==> config.mk <==
export PLATFORM = sky130hd
export DESIGN_NAME = divider_seq_param
export DESIGN_NICKNAME = d
export VERILOG_FILES = /design/src/rtl/divider_seq_param.sv
export SDC_FILE = /design/constraint.sdc
export NUM_CORES = 1
export LEC_CHECK = 0
export CELL_PAD_IN_SITES_DETAIL_PLACEMENT = 1
export CELL_PAD_IN_SITES_GLOBAL_PLACEMENT = 2
export CORE_MARGIN = 5
export CORE_UTILIZATION = 35
export CTS_BUF_LIST = sky130_fd_sc_hd__clkbuf_16
export DETAILED_ROUTE_END_ITERATION = 10
export PLACE_DENSITY = 0.78
export SLEW_MARGIN = 25
export SYNTH_ARGS = -nofsm -noshare
export SYNTH_HDL_FRONTEND = slang
export SYNTH_SLANG_ARGS = --single-unit
export TNS_END_PERCENT = 100
==> constraint.sdc <==
create_clock -name clock -period 5.4 [get_ports clock]
set_clock_uncertainty 0.05 [all_clocks]
set_input_delay 1.08 -clock clock [delete_from_list [all_inputs] [get_ports clock]]
set_output_delay 1.08 -clock clock [all_outputs]
set_load 0.005 [all_outputs]
==> src/rtl/divider_seq_param.sv <==
// Multi-cycle non-restoring divider, signed or unsigned per operation, with a start/ready handshake.
// Divide-by-zero and signed MIN/-1 take a short path that skips the iteration loop.
module divider_seq_param #(
    parameter int WIDTH = 32,
    parameter int CNT_W = $clog2(WIDTH + 1)
) (
    input  logic             clock,
    input  logic             reset,
    input  logic             ctrl_div,
    input  logic             ctrl_signed,
    input  logic [WIDTH-1:0] data_A,
    input  logic [WIDTH-1:0] data_B,
    output logic [WIDTH-1:0] data_result,
    output logic [WIDTH-1:0] data_remainder,
    output logic             data_rdy,
    output logic             data_busy,
    output logic             data_exception,
    output logic             data_overflow
);

    typedef enum logic [2:0] {S_IDLE, S_LOAD, S_RUN, S_FIX, S_DONE} state_t;

    localparam logic [WIDTH-1:0] ONE_W   = WIDTH'(1);
    localparam logic [WIDTH-1:0] MIN_VAL = {1'b1, {(WIDTH-1){1'b0}}};

    state_t           state;
    logic [WIDTH-1:0] op_a, op_b, q_reg, m_reg;
    logic             op_signed, sign_q, sign_r, exc_pend, ovf_pend;
    logic [WIDTH:0]   acc;
    logic [CNT_W-1:0] count;

    logic             a_neg, b_neg, div_zero, sgn_ovf;
    logic [WIDTH-1:0] abs_a, abs_b, rem_mag, quot, rem;
    logic [WIDTH:0]   shifted, acc_step;

    always_comb begin
        a_neg    = op_signed & op_a[WIDTH-1];
        b_neg    = op_signed & op_b[WIDTH-1];
        abs_a    = a_neg ? (~op_a + ONE_W) : op_a;
        abs_b    = b_neg ? (~op_b + ONE_W) : op_b;
        div_zero = (op_b == '0);
        sgn_ovf  = op_signed && (op_a == MIN_VAL) && (op_b == '1);
        // Add/subtract choice uses the partial remainder's sign before the shift.
        shifted  = {acc[WIDTH-1:0], q_reg[WIDTH-1]};
        acc_step = acc[WIDTH] ? (shifted + {1'b0, m_reg}) : (shifted - {1'b0, m_reg});
        rem_mag  = acc[WIDTH] ? (acc[WIDTH-1:0] + m_reg) : acc[WIDTH-1:0];
        quot     = sign_q ? (~q_reg + ONE_W) : q_reg;
        rem      = sign_r ? (~rem_mag + ONE_W) : rem_mag;
    end

    always_ff @(posedge clock) begin
        if (reset) begin
            state          <= S_IDLE;
            op_a           <= '0;
            op_b           <= '0;
            op_signed      <= 1'b0;
            q_reg          <= '0;
            m_reg          <= '0;
            acc            <= '0;
            count          <= '0;
            sign_q         <= 1'b0;
            sign_r         <= 1'b0;
            exc_pend       <= 1'b0;
            ovf_pend       <= 1'b0;
            data_result    <= '0;
            data_remainder <= '0;
            data_rdy       <= 1'b0;
            data_busy      <= 1'b0;
            data_exception <= 1'b0;
            data_overflow  <= 1'b0;
        end else begin
            case (state)
                S_IDLE: begin
                    if (ctrl_div) begin
                        op_a      <= data_A;
                        op_b      <= data_B;
                        op_signed <= ctrl_signed;
                        data_busy <= 1'b1;
                        state     <= S_LOAD;
                    end
                end
                S_LOAD: begin
                    sign_q         <= a_neg ^ b_neg;
                    sign_r         <= a_neg;
                    q_reg          <= abs_a;
                    m_reg          <= abs_b;
                    acc            <= '0;
                    count          <= '0;
                    exc_pend       <= div_zero;
                    ovf_pend       <= sgn_ovf;
                    data_exception <= 1'b0;
                    data_overflow  <= 1'b0;
                    // Special cases go through FIX too, so every result registers one cycle later.
                    state          <= (div_zero || sgn_ovf) ? S_FIX : S_RUN;
                end
                S_RUN: begin
                    acc   <= acc_step;
                    q_reg <= {q_reg[WIDTH-2:0], ~acc_step[WIDTH]};
                    count <= count + CNT_W'(1);
                    if (count == CNT_W'(WIDTH - 1))
                        state <= S_FIX;
                end
                S_FIX: begin
                    if (exc_pend) begin
                        data_result    <= '1;
                        data_remainder <= op_a;
                    end else if (ovf_pend) begin
                        data_result    <= MIN_VAL;
                        data_remainder <= '0;
                    end else begin
                        data_result    <= quot;
                        data_remainder <= rem;
                    end
                    data_exception <= exc_pend;
                    data_overflow  <= ovf_pend;
                    data_rdy       <= 1'b1;
                    state          <= S_DONE;
                end
                S_DONE: begin
                    data_rdy  <= 1'b0;
                    data_busy <= 1'b0;
                    state     <= S_IDLE;
                end
                default: state <= S_IDLE;
            endcase
        end
    end

endmodule

==> results.cfg, run 1 <==
[clock_tree]
cts_tree = done
cts_hold_buf = 0
insertion_delay_ns = 0.54
cts_buffers = 34
clk_pin_slew_worst_paths_ns = 0.06
htreeDepth = 2
post_cts_buffers = 0
cts_root_buf = clkbuf_16
cts_resized = 0
clock-sinks = 243
cts_max_path_buffers = 3

[status]
status = complete, no violations

[placement]
dpl.cell_count = 2827
detailedPlace.worstSlack_ns = 1.068
hpwl_mm = 47.39
portBuffers = 135
post_dp_cell_area_um2 = 18280
gp_congestion = 0.8777

[critical_path]
slowest_delay_ns = 0.42
critical_path_class = reg2reg
endpoint_kind = flop
crit_path_start = m_reg[2]
crit_chain = nor2_1 > nor4b_1 > nor2b_1 > and2_1 > nand2_1 > nor2_1 > a21oi_1 > xnor2_1 > ha_1 > a21o_1 > a21o_1 > a21o_1 > a221o_1 > o21a_1 > or3_1 > a32oi_1 > nor2_1
crit_arrival_ns = 4.73
timing.rr.start = m_reg[2]
startpoint_type = flop
crit_fanout = 7
required_ns = 5.76
slowest_stage = nor4b_1

[logic_synthesis]
seq_area_frac_synth_pct = 29.46
synthCells = 2206
ys.flop_type = dfxtp_1
yosysUniqueCellTypes = 83
synth_top_area_share_pct = 29.46
async_reset_ff_share_pct = 0
ys_warn_count = 0
synth_seq_cells = 243
netlist_top_cells_area = dfxtp_1, nand2_1, a21oi_1
synth.largest_area_cell = dfxtp_1
syn_area_um2 = 16510
synth-edff-count = 0
syn-mean-instance-area_um2 = 7.485
synth_nets = 2346

[grt]
grt.overflow.total = 0
grtUsageTotal_pct = 23.53
grt_pass1_wl_mm = 96.54
grt_pass1_vias = 16708
grt_max_degree = 191
antenna_found_initial = 3

[cells_and_area]
nets = 2396
regMostFlops = acc
utilization_pct = 41.42
finalInstanceArea_um2 = 19330
largest_register_ffs = 33
final_cells = 2888
syn_to_final_growth_pct = 17.04
drive_gt1_share_pct = 5.351

[route]
first_pass_iters = 5
drcViolationCount = 0
vias = 16645
wl_per_cell_um = 21.51
drt-total-wl_mm = 62.12
ant_nets = 0
vias_per_cell = 5.764
drt-initial-drc-count = 1050

[die]
core_um2 = 46650
initial_utilization_pct = 35.39
rows = 79
io_pins = 136
die_w_um = 227.2
dieArea_um2 = 51620
die_h_um = 227.2

[min_path]
hold_class = reg2reg
min_from = data_remainder[14]

[timing]
finalSetupViolCount = 0
rsz0062_at_grt = false
tightest_slew_ns = 0.9746
layout_setup_ws_ns = 1.030
max-slew-margin-rel_pct = 35.03
finalHoldViolations = 0
period_needed_ns = 4.370
slew_violations = 0
holdWs_ns = 0.4210
fin_tns_setup_ns = 0
timing.final.crit_share_pct = 80.93
fmax_mhz = 228.8

[job]
drv_cap = 0

[pwr]
peakVddDrop_v = 0.0001951
total_power_mw = 7.745
power.density_nw_per_um2 = 400.7
cellLeakagePower_nw = 7.080
## cells in the mapped netlist (all sizes together) (4+ instances only)
master / instances
a211o: 7
o31ai: 25
a31oi: 36
nor3: 65
a22oi: 53
nor2b: 10
or2: 9
a311oi: 6
nor3b: 12
o22ai: 6
and3: 20
xor2: 80
inv: 46
xnor2: 91
or4: 17
o41ai: 14
nor4: 27
o31a: 4
nand3: 53
mux2i: 13
a211oi: 41
nand4: 30
o21a: 22
o21bai: 12
clkbuf: 118
mux2: 8
ha: 70
o21ai: 110
a221oi: 9
or3: 20
a21o: 29
a21boi: 19
nand2: 327
dfxtp: 243
nor2: 194
and2: 20
nor4b: 6
nand3b: 4
and4: 8
nand2b: 16
buf: 23
o211ai: 14
a21oi: 231
o311ai: 5
## cell type report
| type | instances | area, um^2 |
|---|---|---|
| fillers | 5725 | 27330 |
| multi-input cells | 1776 | 10970 |
| flip-flops and latches | 243 | 4867 |
| repair buffers | 155 | 1515 |
| clock buffers | 35 | 875.8 |
| well taps | 607 | 759.5 |
| inverters | 46 | 172.7 |
| clock inverters | 25 | 163.9 |
| diodes | 1 | 2.502 |
## cells by family (layout without fill, tap and decap cells)
| group | after synthesis | in the layout | synth area share, % |
|---|---|---|---|
| xor gates and xnor gates | 171 | 171 | 9.070 |
| other | 0 | 1 | 0 |
| muxes | 21 | 21 | 1.356 |
| DFF | 243 | 243 | 29.46 |
| AOI/OAI and AO/OA | 671 | 671 | 26.26 |
| adders and majority gates | 72 | 72 | 5.547 |
| and+or+nand+nor | 841 | 841 | 23.98 |
| buffers and inverters | 187 | 261 | 4.334 |
## worst paths after layout
| check | endpoint | slack, ns | cells after the start |
|---|---|---|---|
| worst max-delay path | acc[28] | 1.03 | 17 |
| worst min-delay path | data_remainder[14] | 0.42 | 2 |
| worst max register to register | acc[28] | 1.03 | 17 |
| worst min register to register | data_remainder[14] | 0.42 | 2 |
## cells in the final DEF, fill, tap and decap left out, types with 29 or more instances in the layout
master / count
o21ai_0: 109
nand4_1: 30
a211oi_1: 39
a22oi_1: 53
nand2_1: 326
xor2_1: 80
a21o_1: 29
inv_1: 53
clkbuf_16: 35
clkdlybuf4s50_1: 134
a31oi_1: 36
xnor2_1: 91
ha_1: 70
nand3_1: 53
nor3_1: 63
nor2_1: 192
dfxtp_1: 241
a21oi_1: 228
## where the power goes
| group | internal, mW | leakage [nW] | switching, mW | total, mW |
|---|---|---|---|---|
| combinational | 1.32 | 4.56 | 2.03 | 3.35 |
| clock | 1.27 | 0.540 | 0.880 | 2.15 |
| sequential | 1.95 | 1.98 | 0.293 | 2.25 |
## routing by layer
layer  vias to the layer above  GRT usage, %  routed length (um)
li1                       8066             -                   -
met1                      8196         34.31               30460
met2                       320         37.51               28000
met3                        63         2.708                2512
met4                         0         5.305                1143
met5                         -             0                   0
## critical path: cells and delay by family (launching register included)
kind | cells | cell delay [ns]
AND/OR/NAND/NOR | 8 | 1.87
XOR/XNOR | 1 | 0.15
adder cells (fa/ha/maj) | 1 | 0.38
AO/OA/AOI/OAI | 7 | 1.41
flip-flops | 1 | 0.36
Note: power is estimated with default switching activity, not from simulation.
==> run 2: changes to the inputs <==
==> constraint.sdc (replaced) <==
create_clock -name clock -period 4.2 [get_ports clock]
set_clock_uncertainty 0.05 [all_clocks]
set_input_delay 0.84 -clock clock [delete_from_list [all_inputs] [get_ports clock]]
set_output_delay 0.84 -clock clock [all_outputs]
set_load 0.005 [all_outputs]
==> results.cfg, run 2 (same netlist as run 1, synthesis figures left out) <==
[cells_and_area]
antenna_cells = 0
nets = 2462
largest_register_ffs = 33
regMostFlops = acc
drive_gt1_share_pct = 9.044
syn_to_final_growth_pct = 20.26
layout_commonest_cell = nand2_1
utilization_pct = 42.56
final_cell_mix = nand2_1, dfxtp_1, a21oi_1, nor2_1, clkdlybuf4s50_1

[timing]
layout_setup_ws_ns = 0.1504
tightest_slew_ns = 0.9971
timing.final.crit_share_pct = 96.42
finalHoldViolations = 0
holdWs_ns = 0.4300
finalSetupViolCount = 0
max-slew-margin-rel_pct = 33.08
period_needed_ns = 4.050
slew_violations = 0
fmax_mhz = 246.9
fin_tns_setup_ns = 0

[critical_path]
crit_arrival_ns = 4.43
critPathBufInv = 0
crit_chain = ha_2 > fa_1 > a21o_1 > a311o_1 > a2111o_1 > nand4_1 > a41o_1 > o2111ai_1 > or4_4 > nor3b_1 > a311oi_1 > a21oi_1
required_ns = 4.58
crit_path_start = m_reg[0]
critical_path_class = reg2reg
slowest_delay_ns = 0.64
startpoint_type = flop
slowest_stage = or4_4
timing.rr.start = m_reg[0]
crit_fanout = 6
rrSetupSlack_ns = 0.15
endpoint_kind = flop
cp_top_family = compound AO/OA/AOI/OAI gates

[route]
vias = 16940
wl_per_cell_um = 21.70
first_pass_iters = 5
drt-initial-drc-count = 955
vias_per_cell = 5.740
drcViolationCount = 0
drt-total-wl_mm = 64.03
ant_nets = 0

[job]
drv_cap = 0

[pwr]
total_power_mw = 10.30
power.density_nw_per_um2 = 518.7
p_sw_mw = 4.294
p_int_mw = 6.007
p_clk_share_pct = 25.0
comb_power_share_pct = 47.5
pwr-share-seq_pct = 27.6
peakVddDrop_v = 0.0002701
p_sw_share_pct = 41.68
cellLeakagePower_nw = 7.370

[die]
die_w_um = 227.2
rows = 79
initial_utilization_pct = 35.39
io_pins = 136
dieArea_um2 = 51620
die_h_um = 227.2
core_um2 = 46650

[grt]
grt_max_degree = 97
grtUsageTotal_pct = 23.84
antenna_found_initial = 2
grt.overflow.total = 0
grt_pass1_wl_mm = 98.09
grt_pass1_vias = 16857

[clock_tree]
htreeDepth = 1
cts_tree = done
clk_pin_slew_worst_paths_ns = 0.06
cts_buffers = 30
cts_max_path_buffers = 3
cts_hold_buf = 0
insertion_delay_ns = 0.58
cts_root_buf = clkbuf_16
clock-sinks = 243

[placement]
portBuffers = 135
gp_congestion = 0.9107
detailedPlace.worstSlack_ns = -0.1541
hpwl_mm = 49.28

[min_path]
min_from = data_remainder[13]
hold_class = reg2reg

[status]
status = complete, no violations
-- run 2: worst min-delay path, delay by kind of cell, from the launching register on --
kind	cells	cell delay, ns
compound gates	1	0.07
simple gates	1	0.05
flops	1	0.31
-- run 2: timing repair --
item	CTS	global route
pin swaps	0	7
gates resized for setup	5	17
setup buffers	0	3
endpoints found under the hold margin	0	0
endpoints found under the setup margin	5	15
-- run 2: cell type report --
cell class                      count  area [um^2]
Fill cell                        5683        26800
Multi-Input combinational cell   1776        11050
Sequential cell                   243         4867
Timing Repair Buffer              225         2053
Clock buffer                       31        775.7
Tap cell                          607        759.5
Clock inverter                     23        178.9
Inverter                           46        172.7
-- run 2: worst paths after layout --
check | cells after the start | endpoint
worst max-delay path | 12 | data_remainder[27]
worst min register to register | 2 | data_remainder[13]
worst max register to register | 12 | data_remainder[27]
worst min-delay path | 2 | data_remainder[13]
-- run 2: through the flow --
| step | cells | cell area [um^2] |
|---|---|---|
| final | 2951 | 19860 |
| after global routing | 2951 | 19860 |
| after CTS | 2948 | 19770 |
| after detailed placement | 2894 | 18800 |
| after global placement | 2894 | 18790 |
| after floorplan | 2206 | 16520 |
-- run 2: routing by layer --
layer	wire length [um]	track usage (%)	part of all wire (%)
met1	31060	34.50	49
met4	1675	5.613	2.6
met2	28610	37.89	45
met5	0	0	0
met3	2684	3.133	4.2
-- run 2: power groups by stage --
stage	sequential [mW]	combinational (mW)	clock (mW)
after floorplan	2.75	3.24	0
after global placement	2.88	4.56	0
after detailed placement	2.89	4.68	0
after CTS	2.84	4.77	2.63
after global routing	2.87	5.33	2.73
final	2.84	4.89	2.57
